**src/rtl/bsk_com_filter.sv**
```systemverilog
//==============================================================================
// Module   : bsk_com_filter
// Purpose  : Input conditioning for the PRD board command lines. Raw,
//            active-low, asynchronous optocoupler inputs are synchronised to
//            clk, then each channel is debounced by a sampled
//            consecutive-count filter. Produces the clean active-high command
//            word, a one-clk change strobe and a sticky per-channel change
//            mask that the host clears with an acknowledge.
// Ports    : clk          - system clock (2 MHz)
//            aclr         - asynchronous active-high reset
//            iRawCom      - raw command inputs, active low, asynchronous
//            iAck         - one-clk acknowledge, clears oChangeMask
//            oCom         - filtered commands, active high
//            oStrobe      - one-clk pulse after any oCom update
//            oChangeMask  - sticky per-channel change flags since last iAck
// Revision : 1.0 - initial release
//==============================================================================
`default_nettype none

module bsk_com_filter #(
    parameter int WIDTH      = 16,
    parameter int SAMPLE_DIV = 20,
    parameter int FILT_CNT   = 8
) (
    input  logic             clk,
    input  logic             aclr,
    input  logic [WIDTH-1:0] iRawCom,
    input  logic             iAck,
    output logic [WIDTH-1:0] oCom,
    output logic             oStrobe,
    output logic [WIDTH-1:0] oChangeMask
);

    // Guard against zero-width counters for degenerate parameter choices.
    localparam int DIV_W = (SAMPLE_DIV > 1) ? $clog2(SAMPLE_DIV) : 1;
    localparam int CNT_W = (FILT_CNT > 1) ? $clog2(FILT_CNT) : 1;

    localparam logic [DIV_W-1:0] DIV_LOAD = DIV_W'(SAMPLE_DIV - 1);
    localparam logic [CNT_W-1:0] CNT_LAST = CNT_W'(FILT_CNT - 1);

    logic [WIDTH-1:0] s1;
    logic [WIDTH-1:0] s2;
    logic [DIV_W-1:0] div_cnt;
    logic             sample_edge;
    logic [WIDTH-1:0] lvl;
    logic [WIDTH-1:0] new_chg;

    // Two-flop synchroniser. Resetting to all-ones makes every channel read
    // as inactive straight out of reset, so no spurious edge is filtered in.
    always_ff @(posedge clk or posedge aclr) begin
        if (aclr) begin
            s1 <= '1;
            s2 <= '1;
        end else begin
            s1 <= iRawCom;
            s2 <= s1;
        end
    end

    // Free-running sample divider; the sample edge is the edge at which the
    // counter reads zero before it reloads.
    always_ff @(posedge clk or posedge aclr) begin
        if (aclr) begin
            div_cnt <= DIV_LOAD;
        end else if (div_cnt == '0) begin
            div_cnt <= DIV_LOAD;
        end else begin
            div_cnt <= div_cnt - 1'b1;
        end
    end

    assign sample_edge = (div_cnt == '0);
    assign lvl         = ~s2;

    // Per-channel consecutive-count filter. Any sample that agrees with the
    // current output clears the count, so short glitches cannot accumulate
    // across gaps, and rising and falling transitions are treated alike.
    for (genvar i = 0; i < WIDTH; i++) begin : g_chan
        logic [CNT_W-1:0] cnt;
        logic             com_q;

        assign new_chg[i] = sample_edge && (lvl[i] != com_q) && (cnt == CNT_LAST);
        assign oCom[i]    = com_q;

        always_ff @(posedge clk or posedge aclr) begin
            if (aclr) begin
                cnt   <= '0;
                com_q <= 1'b0;
            end else if (sample_edge) begin
                if (lvl[i] == com_q) begin
                    cnt <= '0;
                end else if (cnt == CNT_LAST) begin
                    com_q <= lvl[i];
                    cnt   <= '0;
                end else begin
                    cnt <= cnt + 1'b1;
                end
            end
        end
    end

    // Change reporting. A bit newly changed on the same edge as an ack stays
    // set: the ack only clears what the host has already seen.
    always_ff @(posedge clk or posedge aclr) begin
        if (aclr) begin
            oStrobe     <= 1'b0;
            oChangeMask <= '0;
        end else begin
            oStrobe     <= |new_chg;
            oChangeMask <= (iAck ? '0 : oChangeMask) | new_chg;
        end
    end

endmodule

`default_nettype wire

```
**config.mk**
```make
export PLATFORM = sky130hd
export DESIGN_NAME = bsk_com_filter
export DESIGN_NICKNAME = d
export VERILOG_FILES = /design/src/rtl/bsk_com_filter.sv
export SDC_FILE = /design/constraint.sdc
export NUM_CORES = 1
export LEC_CHECK = 0
export ABC_AREA = 1
export CORE_AREA = 2 2 95 97
export DETAILED_ROUTE_END_ITERATION = 8
export DIE_AREA = 0 0 97 99
export PLACE_DENSITY_LB_ADDON = 0.15
export SLEW_MARGIN = 40
export SYNTH_ARGS = -nofsm -noshare
export SYNTH_HDL_FRONTEND = slang
export SYNTH_SLANG_ARGS = --single-unit
```
**constraint.sdc**
```tcl
create_clock -name clk -period 5.8 [get_ports clk]
set_input_delay 0.58 -clock clk [delete_from_list [all_inputs] [get_ports clk]]
set_output_delay 0.58 -clock clk [all_outputs]
set_load 0.005 [all_outputs]
```
=== Word level (Yosys, flattened, before mapping) ===
Index checks and enable logic that the tools add are counted.

* $add $sub $neg: 17
* Eq/ne operators: 48
* Mux-type cells: 34
* Bitwise gates (word level): 18
* Reductions and logical operators: 50

{| class="wikitable"
|+ Operators with widths
! kind !! count
|-
| 3-bit two-way mux || 32
|-
| 3-bit by 1-bit adder with 3-bit output, second input constant || 16
|-
| 3-bit == test, second input constant || 16
|-
| 3-bit AND reduction || 16
|-
| 1-bit logical AND || 32
|-
| 1-bit == test || 16
|-
| 16-bit two-way mux || 1
|-
| 1-bit != test || 16
|-
| 1-bit NOT || 16
|-
| 16-bit NOT || 1
|-
| 16-bit OR || 1
|-
| 16-bit OR reduction || 1
|-
| 5-bit zero test || 1
|-
| 5-bit two-way mux || 1
|-
| 5-bit by 1-bit subtractor with 5-bit output, second input constant || 1
|}

* Bits in registers: 118
* Bits of input ports: 19

=== Logic depth before layout (Yosys ltp) ===
* Depth in word-level cells: 5
* Gate-level depth with buffers: 11

=== Worst setup path before layout ===
Ideal clock, no wire load.

* Kind: reg2reg
* Start point: register div_cnt[0]
* End point: register oStrobe
* Setup time: 0.119 ns
* Arrival: 1.513 ns
* Path slack: 4.168 ns
* Stages on the path, launching flop included: 12
* Path buffers: 1
* Period minus slack after synthesis: 1.632 ns
* Cells stage by stage: dfstp_2 inv_1 ha_1 nand3_4 buf_8 nor2_4 nand2_1 nand2_1 inv_1 nand2_1 nor2_1 nand2_1

* Cells in the longest elaborated chain, start to end: 4

{| class="wikitable"
|+ Ends and longest elaborated chain
! element !! line !! RTL
|-
| start: declaration || 43 || <nowiki>logic [DIV_W-1:0] div_cnt;</nowiki>
|-
| start signal: assignment || 68 || <nowiki>div_cnt <= div_cnt - 1'b1;</nowiki>
|-
| 5-bit zero test * || 72 || <nowiki>assign sample_edge = (div_cnt == '0);</nowiki>
|-
| 1-bit logical AND (2 in a row) || 82 || <nowiki>assign new_chg[i] = sample_edge && (lvl[i] != com_q) && (cnt == CNT_LAST);</nowiki>
|-
| 16-bit OR reduction * || 109 || <nowiki>oStrobe <= |new_chg;</nowiki>
|-
| end signal: assignment || 109 ||
|-
| end: declaration || 30 || <nowiki>output logic oStrobe,</nowiki>
|}

Mark *: on every way between the ends. The rest lies on a longest branch, timed or not.
A chain may end at the register's enable or synchronous reset.

=== Worst setup path in the final report ===
Same ends and word-level chain as after synthesis.

==> results.json <==
{
  "status": "complete, no violations",
  "synthArstFlopShare": 1.00,
  "cp_max_fo": 41,
  "dp_hpwl_um": 5370,
  "clock_skew_ns": 0.00926,
  "clkSinkCount": 118,
  "die_area_um2": 9600,
  "hold_class": "reg2reg",
  "critPathCaptureType": "flip-flop",
  "seq_area_um2": 3000,
  "cts_tree": "built",
  "grt-ovfl-total": 0,
  "yosys-top-cells-area": "dfrtp_1 42%, dfstp_2 18%, ha_1 8.3%",
  "ys_seq_elements": 118,
  "ys_warn_count": 0,
  "clk_pin_slew_worst_paths_ns": 0.06,
  "post_cts_resize_count": 0,
  "post-place-cells": 581,
  "post-route-min-period_ns": 2.26,
  "drv_cap": 0,
  "synth_flop_cell": "dfrtp_1",
  "fillerInstances": 624,
  "htreeDepth": 4,
  "synth.distinct_cells": 26,
  "final_util": 0.718,
  "grt_pass1_vias": 3265,
  "synth_fa_ha_area_frac": 0.0826,
  "antenna_cells": 0,
  "syn_avg_cell_area_um2": 11.3,
  "clk_latency_ns": 0.51,
  "io_buffers": 51,
  "synth_top_family_by_area": "simple AND/OR/NAND/NOR gates",
  "cp.buffers_inverters": 3,
  "ios": 52,
  "dr.pass1.iters": 4,
  "wirelength_um": 8570,
  "rsz0062_at_grt": "false",
  "synth_edf_count": 0,
  "critPathKind": "reg2reg",
  "leakagePower_nw": 2.98,
  "synthTopCellsByCount": "83 x dfrtp_1, 69 x nand2_1, 50 x inv_1",
  "grt_max_degree": 64,
  "cts_setup_buffers": 0,
  "final_max_slew_viol_count": 0,
  "syn2layout_area_growth_pct": 22.9,
  "power.density_nw_per_um2": 333,
  "postLayoutCellArea_um2": 6140,
  "drc": 0,
  "cpPeakStageDelay_ns": 0.55,
  "drtIter0Drc": 114,
  "synth_compound_area_frac": 0.116,
  "die_h_um": 99,
  "synthSimpleGateAreaFrac": 0.128,
  "crit_arrival_ns": 2.65,
  "cts_buffers": 17,
  "syn_inst": 444,
  "synthMuxAreaShare": 0,
  "syn_nets": 496,
  "slowest_stage": "dfstp_2",
  "hold_viol_final": 0,
  "wire_per_inst_um": 14.0,
  "worst_pin_slew_ns": 0.738,
  "crit_required_ns": 6.20,
  "placed_cell_area_um2": 5500,
  "syn_area_um2": 5000,
  "drive_above_1_share": 0.174,
  "stdcell_count": 613,
  "vias": 3168,
  "die_w_um": 97,
  "synth_top_area_frac": 0.416,
  "yosysMostFrequentCell": "dfrtp_1",
  "grt_pass1_wl_um": 15000,
  "synth-seq-area-share": 0.599,
  "grt_use_total": 0.197,
  "p_total_mw": 2.05,
  "antenna_found_initial": 0,
  "slew_headroom": 0.506,
  "cts_hold_buf": 0,
  "crit_path_frequent_cell": "nand2_1",
  "drtAntennaViolNets": 0,
  "cp-start-kind": "flip-flop",
  "post-route-period-util": 0.389,
  "yosysTopAreaCell": "dfrtp_1",
  "num_rows": 34,
  "core-area_um2": 8550,
  "multi_input_area_um2": 1640,
  "crit_path_cell_trace": "inv_1 -> ha_1 -> nand3_4 -> buf_12 -> nor2_1 -> nand2_1 -> nand2_1 -> inv_1 -> nand2_1 -> nor2_1 -> nand2_1",
  "final_nets": 544,
  "start_util": 0.585,
  "cp_top_family": "simple AND/OR/NAND/NOR gates",
  "final-setup-viol-count": 0,
  "synth_xor_xnor_area_share": 0.00175,
  "vias_per_cell": 5.17,
  "cts_buffer_depth": 2,
  "gp_congestion": 0.701,
  "ir_worst_vdd_v": 0.000291,
  "cts-root-buf": "clkbuf_8",
  "fmax_ghz": 0.443,
  "final.setup.tns_ns": 0
}
## metal layers
metal	wire length [µm]	GRT usage
met2	4320	0.325
met3	259	0.0532
met5	0	0
met4	174	0.0867
met1	3810	0.246
## kinds of logic after synthesis
kind of cell,after synthesis
xor+xnor,1
flops,118
fa+ha+maj,33
compound gates,81
simple gates,137
buf+inv,74
## sequential cells by signal, summed over array words and instances, names as in the netlist
name          count
div_cnt           5
oChangeMask      16
g_chan.com_q     16
s1               16
g_chan.cnt       48
oStrobe           1
s2               16
## cells in the final DEF (no fill, tap or decap), types with 5 or more instances in the layout
master	netlist	final
nor2_1	45	45
clkdlybuf4s50_1	0	51
nor2_4	11	11
ha_1	33	33
dfstp_2	35	35
inv_1	50	49
a22o_1	40	40
clkbuf_16	0	16
o21ai_0	33	33
bufinv_16	0	5
nand2_1	69	69
dfrtp_1	83	83
## final cells by class
type | instances | share of cell area
flip-flops and latches | 118 | 0.488
clock inverters | 13 | 0.0332
repair buffers | 53 | 0.0882
clock buffers | 19 | 0.0703
multi-input cells | 252 | 0.267
inverters | 50 | 0.0310
well taps | 108 | 0.0220
## path summary, 6_finish.rpt
| check | slack (ns) | depth (start not counted) | endpoint | from |
|---|---|---|---|---|
| min | 0.36 | 0 | s2[1] | s1[1] |
| max | 3.54 | 11 | oStrobe | div_cnt[0] |
| max reg2reg | 3.54 | 11 | oStrobe | div_cnt[0] |
| max in group asynchronous | 4.30 | 3 | div_cnt[1] | aclr |
| min reg2reg | 0.36 | 0 | s2[1] | s1[1] |
| min in group asynchronous | 0.52 | 2 | g_chan[0].cnt[0] | aclr |
## power breakdown
part           internal (mW)  switching [mW]
registers              0.856          0.0142
clock network          0.750           0.364
logic                 0.0287          0.0339
total                   1.64           0.413
## through the flow
step / hold WS [ns] / setup slack (ns)
global placement: 0.346 / 3.45
floorplan: 0.345 / 2.15
detailed placement: 0.347 / 3.44
global route: 0.357 / 3.36
CTS: 0.355 / 3.54
finish: 0.356 / 3.54
Note: power is estimated with default switching activity, not from simulation.
